## config.mk

```make
export PLATFORM = sky130hd
export DESIGN_NAME = ioexp_input_tracker
export DESIGN_NICKNAME = d
export VERILOG_FILES = /design/src/rtl/ioexp_input_tracker.sv
export SDC_FILE = /design/constraint.sdc
export NUM_CORES = 1
export LEC_CHECK = 0
export CORE_MARGIN = 4
export CORE_UTILIZATION = 56
export DETAILED_ROUTE_END_ITERATION = 12
export PLACE_DENSITY = 0.85
export SLEW_MARGIN = 0
export SYNTH_ARGS = -nofsm -noshare
export SYNTH_HDL_FRONTEND = slang
export SYNTH_SLANG_ARGS = --single-unit
```

## constraint.sdc

```tcl
create_clock -name clk -period 6.7 [get_ports clk]
set_clock_uncertainty 0.2 [all_clocks]
set_input_delay 1.34 -clock clk [delete_from_list [all_inputs] [get_ports clk]]
set_output_delay 1.34 -clock clk [all_outputs]
set_load 0.005 [all_outputs]
```

## src/rtl/ioexp_input_tracker.sv

```systemverilog
// ---------------------------------------------------------------------------
// ioexp_input_tracker
//
// Conditions the active-low open-drain INT pin of a PCAL6416A I/O expander.
// It raises a read request (irq) for the expander controller and takes the
// 16-bit pin words that the controller reads back. It keeps the last-known
// pin state and gathers sticky per-pin rise/fall events. A periodic poll
// makes sure that a lost interrupt cannot leave the input state stale.
//
// Ports
//   clk       in   1   system clock
//   reset     in   1   asynchronous, active-high reset
//   int_n     in   1   raw INT pin (asynchronous, active low)
//   irq       out  1   read request; a level held until rd_done or timeout
//   rd_done   in   1   1-cycle pulse: read finished, rd_data valid
//   rd_data   in   16  pin word read from the expander
//   pins      out  16  last accepted pin word
//   pins_vld  out  1   set once the first read has been accepted
//   rise      out  16  sticky rising-edge flags (masked by EVT_MASK)
//   fall      out  16  sticky falling-edge flags (masked by EVT_MASK)
//   evt_clr   in   16  write-1-to-clear for rise and fall
//   evt       out  1   registered OR of all rise/fall flags
//   timeout   out  1   1-cycle pulse when a request is aborted
// ---------------------------------------------------------------------------
module ioexp_input_tracker #(
    parameter int unsigned SYNC_STAGES  = 2,
    parameter int unsigned DEBOUNCE_CYC = 256,
    parameter int unsigned POLL_CYC     = 1048576,
    parameter int unsigned TIMEOUT_CYC  = 65536,
    parameter int unsigned HOLDOFF_CYC  = 64,
    parameter logic [15:0] EVT_MASK     = 16'hFFFF
) (
    input  logic        clk,
    input  logic        reset,
    input  logic        int_n,
    output logic        irq,
    input  logic        rd_done,
    input  logic [15:0] rd_data,
    output logic [15:0] pins,
    output logic        pins_vld,
    output logic [15:0] rise,
    output logic [15:0] fall,
    input  logic [15:0] evt_clr,
    output logic        evt,
    output logic        timeout
);

    localparam logic [1:0] IDLE = 2'd0;
    localparam logic [1:0] PEND = 2'd1;
    localparam logic [1:0] HOLD = 2'd2;

    // Each counter is sized to reach its terminal count and no further.
    localparam int DEB_W = $clog2(DEBOUNCE_CYC + 1);
    localparam int TMO_W = (TIMEOUT_CYC > 1) ? $clog2(TIMEOUT_CYC) : 1;
    localparam int HLD_W = (HOLDOFF_CYC > 1) ? $clog2(HOLDOFF_CYC) : 1;
    localparam int PH_W  = (TMO_W > HLD_W) ? TMO_W : HLD_W;

    localparam logic [DEB_W-1:0] DEB_TERM = DEB_W'(DEBOUNCE_CYC);
    localparam logic [PH_W-1:0]  TMO_LAST = PH_W'(TIMEOUT_CYC - 1);
    localparam logic [PH_W-1:0]  HLD_LAST = PH_W'(HOLDOFF_CYC - 1);

    // ------------------------------------------------------------------
    // INT synchronizer. It resets to 1 so that the pin reads as deasserted.
    // ------------------------------------------------------------------
    logic [SYNC_STAGES-1:0] sync_reg;
    logic [SYNC_STAGES-1:0] sync_next;

    genvar gi;
    generate
        for (gi = 0; gi < SYNC_STAGES; gi++) begin : g_sync
            if (gi == 0) begin : g_first
                assign sync_next[gi] = int_n;
            end else begin : g_rest
                assign sync_next[gi] = sync_reg[gi-1];
            end
        end
    endgenerate

    always_ff @(posedge clk or posedge reset) begin
        if (reset) begin
            sync_reg <= '1;
        end else begin
            sync_reg <= sync_next;
        end
    end

    logic int_lvl;
    assign int_lvl = ~sync_reg[SYNC_STAGES-1];

    // ------------------------------------------------------------------
    // Debounce: the counter saturates at DEBOUNCE_CYC. It keeps 'debounced'
    // high for as long as INT stays low, so a held interrupt re-requests
    // after each holdoff.
    // ------------------------------------------------------------------
    logic [DEB_W-1:0] deb_cnt_reg;
    logic             debounced;

    always_ff @(posedge clk or posedge reset) begin
        if (reset) begin
            deb_cnt_reg <= '0;
        end else if (!int_lvl) begin
            deb_cnt_reg <= '0;
        end else if (deb_cnt_reg != DEB_TERM) begin
            deb_cnt_reg <= deb_cnt_reg + 1'b1;
        end
    end

    assign debounced = (deb_cnt_reg == DEB_TERM);

    // ------------------------------------------------------------------
    // FSM
    // ------------------------------------------------------------------
    logic [1:0]      state_reg;
    logic [1:0]      state_next;
    logic [PH_W-1:0] phase_cnt_reg;
    logic            timeout_next;
    logic            poll_req;
    logic            irq_reg;
    logic            timeout_reg;

    // Poll counter: it counts only while idle and restarts on each IDLE
    // entry. As a result, the poll period is measured from the end of the
    // previous holdoff.
    generate
        if (POLL_CYC == 0) begin : g_no_poll
            assign poll_req = 1'b0;
        end else begin : g_poll
            localparam int POLL_W = (POLL_CYC > 1) ? $clog2(POLL_CYC) : 1;
            localparam logic [POLL_W-1:0] POLL_LAST = POLL_W'(POLL_CYC - 1);
            logic [POLL_W-1:0] poll_cnt_reg;

            always_ff @(posedge clk or posedge reset) begin
                if (reset) begin
                    poll_cnt_reg <= '0;
                end else if (state_reg != IDLE || poll_cnt_reg == POLL_LAST) begin
                    poll_cnt_reg <= '0;
                end else begin
                    poll_cnt_reg <= poll_cnt_reg + 1'b1;
                end
            end

            assign poll_req = (state_reg == IDLE) && (poll_cnt_reg == POLL_LAST);
        end
    endgenerate

    always_comb begin
        state_next   = state_reg;
        timeout_next = 1'b0;
        case (state_reg)
            IDLE: begin
                if (debounced || poll_req) begin
                    state_next = PEND;
                end
            end
            PEND: begin
                // A completed read takes priority over an expiry in the same cycle.
                if (rd_done) begin
                    state_next = HOLD;
                end else if (phase_cnt_reg == TMO_LAST) begin
                    state_next   = HOLD;
                    timeout_next = 1'b1;
                end
            end
            HOLD: begin
                if (phase_cnt_reg == HLD_LAST) begin
                    state_next = IDLE;
                end
            end
            default: state_next = PEND;
        endcase
    end

    // A single phase counter serves both PEND (timeout) and HOLD (holdoff).
    // It restarts on every state change.
    always_ff @(posedge clk or posedge reset) begin
        if (reset) begin
            state_reg     <= PEND;
            phase_cnt_reg <= '0;
            irq_reg       <= 1'b1;
            timeout_reg   <= 1'b0;
        end else begin
            state_reg   <= state_next;
            irq_reg     <= (state_next == PEND);
            timeout_reg <= timeout_next;
            if (state_next != state_reg || state_reg == IDLE) begin
                phase_cnt_reg <= '0;
            end else begin
                phase_cnt_reg <= phase_cnt_reg + 1'b1;
            end
        end
    end

    // ------------------------------------------------------------------
    // Pin state and sticky events. The clear is applied first so that a
    // new event on the same bit wins.
    // ------------------------------------------------------------------
    logic [15:0] pins_reg;
    logic        pins_vld_reg;
    logic [15:0] rise_reg;
    logic [15:0] fall_reg;
    logic [15:0] rise_next;
    logic [15:0] fall_next;
    logic        evt_reg;

    always_comb begin
        rise_next = rise_reg & ~evt_clr;
        fall_next = fall_reg & ~evt_clr;
        if (rd_done && pins_vld_reg) begin
            rise_next = rise_next | (~pins_reg & rd_data & EVT_MASK);
            fall_next = fall_next | (pins_reg & ~rd_data & EVT_MASK);
        end
    end

    always_ff @(posedge clk or posedge reset) begin
        if (reset) begin
            pins_reg     <= '0;
            pins_vld_reg <= 1'b0;
            rise_reg     <= '0;
            fall_reg     <= '0;
            evt_reg      <= 1'b0;
        end else begin
            rise_reg <= rise_next;
            fall_reg <= fall_next;
            evt_reg  <= |(rise_next | fall_next);
            if (rd_done) begin
                pins_reg     <= rd_data;
                pins_vld_reg <= 1'b1;
            end
        end
    end

    assign irq      = irq_reg;
    assign timeout  = timeout_reg;
    assign pins     = pins_reg;
    assign pins_vld = pins_vld_reg;
    assign rise     = rise_reg;
    assign fall     = fall_reg;
    assign evt      = evt_reg;

endmodule

```

==> results of run 1 <==
## where the power goes
part	internal, mW	switching (mW)
clock network	0.222	0.206
registers	0.655	0.0443
logic	0.118	0.107
total	0.995	0.357
## placed cells by master, fill, tap and decap left out, drive strengths merged, types with 3 or more instances in the layout
master         count
ha                 4
nand4             14
nor3              10
nand2             28
or3                9
nand3             18
o21ai             26
nor4              11
a21oi             24
nand2b            17
clkbuf            11
o2111ai           16
dfrtp             97
mux2              16
xnor2             22
nand4b            32
dfstp              4
xor2               8
clkdlybuf4s50     86
nor2              29
and3               3
inv               27
o211ai             3
## cell families (layout without fill, tap and decap cells)
logic type               after synthesis  count (layout)
AND/OR/NAND/NOR                      178             178
adder cells (fa/ha/maj)                4               4
buffers and inverters                 44             131
XOR/XNOR                              30              30
AO/OA/AOI/OAI                         73              73
multiplexers                          17              17
flip-flops                           101             101
## per-layer routing
metal,wire length (um),vias up
met2,5290,122
li1,-,1783
met4,282,0
met1,4580,1826
met5,0,-
met3,711,29
## per-stage QoR
step,instances,total power [mW],cell area (sq um)
CTS,639,1.36,5860
floorplan,447,0.816,4700
finish,639,1.35,5860
global placement,623,0.925,5640
global route,639,1.42,5860
detailed placement,623,0.935,5640
## area by class of cell
class                           instances  area [sq um]
Clock buffer                           11           141
Clock inverter                          5          85.1
Fill cell                             578          2310
Inverter                               27           104
Multi-Input combinational cell        302          1990
Sequential cell                       101          2530
Tap cell                              105           131
Timing Repair Buffer                   88           873
## final timing paths
check                                          to  slack (ns)  cells past startpoint
min                                   sync_reg[1]        0.17                      0
max reg2reg                      phase_cnt_reg[1]        4.37                      4
max in group asynchronous                fall[10]        4.01                      3
min in group asynchronous  g_poll.poll_cnt_reg[9]        1.14                      2
max                                      pins_vld        3.06                      1
min reg2reg                           sync_reg[1]        0.17                      0
==> run metrics, run 1 <==
total number of vias=~3800; final hold violations=0; worst slack, placed=between 3 and 4 ns; grt met3 use=between 6 and 7%; WP data arrival=about 2.1 ns; GRT overflow=0; CP endpoint kind=primary output; Top Ports=between 80 and 90; setup TNS=0 ns; Clock Latency Late Sink=roughly 0.37 ns; Critical Path Slowest Stage Cell=dfrtp_1; antenna violations before repair=0; Horiz. Die Dim=between 90 and 100 um; CP cell instances=clkdlybuf4s50_1; largest net degree at the start of global routing=63; pwr dens=roughly 230 nW/um^2; largest cells by area after synthesis=dfrtp_1, nand4b_1, xnor2_1, mux2_2, o2111ai_1; Post-synth EDFFs=0; outcome=finished, final reports clean; Max Fclk=275 MHz; sequential fraction of the synthesis area=~54%; Wirelength per Cell=roughly 17 um; Worst VDD drop=~0.12 mV; post-layout min period=around 3.6 ns; IO Port Bufs=87; Starting Density=between 50 and 60%; final slew viol count=0; Setup Buffers After CTS=0; CP Launch Type=register; share of cells above drive strength 1=between 8 and 9%; ANT nets after route=0; Synth Area in Simple Gates=approximately 22%; grt met2 use=a little under two fifths; # diodes=0; vias in the first global route=~3700; area grow syn2layout=24.8%; FP Rows=33; WL final=approximately 11000 um; Critical path buffers and inverters=1; period utilisation layout=54.3%; 1st-pass router iterations=5; xor and xnor area share after synthesis=5.60%; DRC Markers=0; largest family of logic cells by synthesized area=simple AND/OR/NAND/NOR gates; PnR worst setup slack=3.06 ns; total die area=~9900 sq um; post-synth net total=around 490; mux cell area share after synthesis=under 10%; flops & latches, synth=around 100; Mapped Area=around 4700 sq um; setup repair after global routing missed its margin=no; 1st-iter DRT viols=182; clock sink count=a little over 100; Syn Area/Cell=10.5 sq um; met1 usage=29.5%; post-synthesis adder-cell area fraction=under 10%; critical path's top delay family=flip-flops; layer with the highest usage=met2; clk buf depth=2; setup violators final=0; Final Util=a little under three quarters; worst-path maximum fanout=34; Synth Area in Compound Gates=under 10%; relative slew slack=a little under 30%; clock slew at reported path FFs=about 0.09 ns; leading area contributor after synthesis=dfrtp_1; CTS Buf Count=9; core area=8180 sq um; Total Nets Final=roughly 570; hold_ws=roughly 0.17 ns; drt via density=5.88; Worst Tran Pin Value=1.07 ns; Hold Startpoint=sync_reg[0]; Mapped Cells=around 450; worst r2r src=phase_cnt_reg[4]; number of max-cap violations=0; max reg flops=20; CP required=roughly 5.2 ns; ys async rst share=100%; count leader, synth=dfrtp_1; slowest stage delay, CP=around 1.1 ns; H-tree Lvls=3; Post-synth top flop=dfrtp_1; Worst Setup SP=pins_vld; yosys synthesis warning count=0; Final GP Congestion=roughly 0.82; Tot GR Track Use=between 20% and 30%; # resized after CTS=0; first-pass GRT wire length=18100 um; Setup CP Type=reg2out; CTS tree=yes; die height=99.6 um; hpwl dp=7670 um; post-synth top area share=51.7%; min-delay worst type=reg2reg; number of hold buffers added after cts=0; static leakage=around 2.4 nW; synth cell count leaders=dfrtp_1, nand4b_1, nor2_1; Synth cell types=36; root buf cell=clkbuf_8
Power figures use the tool's default switching activity.
==> run 2: changes to the inputs <==
Settings changed: CORE_UTILIZATION 56 to 47, PLACE_DENSITY 0.85 to 0.76.
Clock period 6.7 ns to 3.3 ns, I/O delays scaled along.
==> run 2 against run 1 <==
- routed wire length fell by 5.5%
- design area is 1.1% higher
- combinational power increased by 99%
- die area rose by 18%
- worst setup slack lost 2.5 ns
- sequential power up 100%
- cell count grew 4.5%
- via count shrank 1.9%
- critical path type unchanged
- sequential share of layout area is 0.48 points lower
- non-clock buffer count increased by 1
- flip-flop and latch count is the same
==> run metrics, run 2 (synthesized netlist as in run 1, its figures left out) <==
most common cell after layout, fill and taps aside=dfrtp_1; Total Nets Final=570; CP endpoint kind=primary output; WP data arrival=roughly 1.9 ns; relative slew slack=37.3%; setup TNS=0 ns; CTS Buf Count=9; Top Ports=88; Max Fclk=360 MHz; Wirelength per Cell=around 15 um; outcome=finished, final reports clean; Reg2Reg Setup Slack=roughly 0.93 ns; Critical path buffers and inverters=1; # diodes=0; FP Rows=36; Final GP Congestion=0.773; DRC Markers=0; clock slew at reported path FFs=around 0.090 ns; Setup CP Type=reg2out; CP Launch Type=register; critical path's top delay family=flip-flops; setup repair after global routing missed its margin=no; max reg flops=20; # resized after CTS=0; area of the multi-input gates=roughly 2000 sq um; setup violators final=0; 1st-pass router iterations=4; largest net degree at the start of global routing=86; Critical Path Slowest Stage Cell=dfrtp_1; final slew viol count=0; number of max-cap violations=0; worst-path maximum fanout=26; min-delay worst type=reg2reg; Horiz. Die Dim=between 100 and 150 um; fill count=about 830; total number of vias=3689; vias in the first global route=3678; die height=between 100 and 150 um; slowest stage delay, CP=between 0.9 and 1 ns; clk buf depth=2; IO Port Bufs=87; 1st-iter DRT viols=about 210; ANT nets after route=0; Clock Latency Late Sink=0.35 ns; clock sink count=around 100; Setup Buffers After CTS=0; commonest non-fill, non-tap cells in the layout=dfrtp_1, clkdlybuf4s50_1, nand4b_1; Placed Area=between 5000 and 6000 sq um; final hold violations=0; static leakage=between 2 and 2.5 nW; drt via density=about 5.5; CP cell instances=clkdlybuf4s50_1; root buf cell=clkbuf_8; period utilisation layout=about 84%; total die area=roughly 12000 sq um; H-tree Lvls=3; antenna violations before repair=0; Worst VDD drop=approximately 0.35 mV; Worst Tran Pin Value=between 0.9 and 1 ns; GRT overflow=0; number of hold buffers added after cts=0; post-route cell area=5930 sq um; Tot GR Track Use=a little under a fifth; CTS tree=yes; WL final=approximately 10000 um; CP required=2.44 ns; FF+latch area=2530 sq um; share of cells above drive strength 1=8.22%; hpwl dp=7490 um; Starting Density=between 40% and 50%; first-pass GRT wire length=~17000 um; core area=9730 sq um; pwr dens=roughly 470 nW/um^2; post-layout min period=~2.8 ns; area grow syn2layout=26.2%
## run 2: changes by cell type in the layout (fill, tap and decap cells not counted), sizes merged
cell / change
clkbuf: -1
bufinv: +1
buf: +1
## run 2: routing by layer
| metal | share of wire [%] | vias up | GRT usage [%] |
|---|---|---|---|
| li1 | - | 1787 | - |
| met1 | 44 | 1801 | 24.3 |
| met2 | 49 | 91 | 30.7 |
| met3 | 6.5 | 10 | 3.76 |
| met4 | 0.97 | 0 | 4.69 |
| met5 | 0 | - | 0 |
## run 2: layout make-up
type	instances	share of cell area, %
clock buffer	10	2.15
clock inverter	6	1.84
inverter	27	1.77
multi-input combinational	302	33.6
sequential	101	42.7
tap	133	2.81
timing repair buffer	89	15.1
## run 2: path summary, 6_finish.rpt
kind,cells after the start,end,from
min in group asynchronous,2,g_poll.poll_cnt_reg[14],reset
worst max register to register,4,phase_cnt_reg[1],phase_cnt_reg[6]
worst min register to register,0,sync_reg[1],sync_reg[0]
worst min-delay path,0,sync_reg[1],sync_reg[0]
max in group asynchronous,3,state_reg[0],reset
worst max-delay path,1,pins_vld,pins_vld
## run 2: where the power goes
| part | total (mW) | switching [mW] | internal (mW) |
|---|---|---|---|
| Combinational | 0.447 | 0.207 | 0.241 |
| Clock | 0.916 | 0.411 | 0.504 |
| Sequential | 1.42 | 0.0869 | 1.33 |
| Total | 2.78 | 0.705 | 2.07 |
## run 2: through the flow
stage	cells	total power, mW	util [%]	setup WS (ns)	hold WS [ns]
finish	668	2.78	60.9	0.526	0.161
CTS	668	2.81	60.9	0.523	0.163
floorplan	447	1.66	-	1.17	0.145
global route	668	2.93	60.9	0.454	0.167
detailed placement	652	1.89	58.5	0.656	0.150
global placement	652	1.88	58.5	0.714	0.148
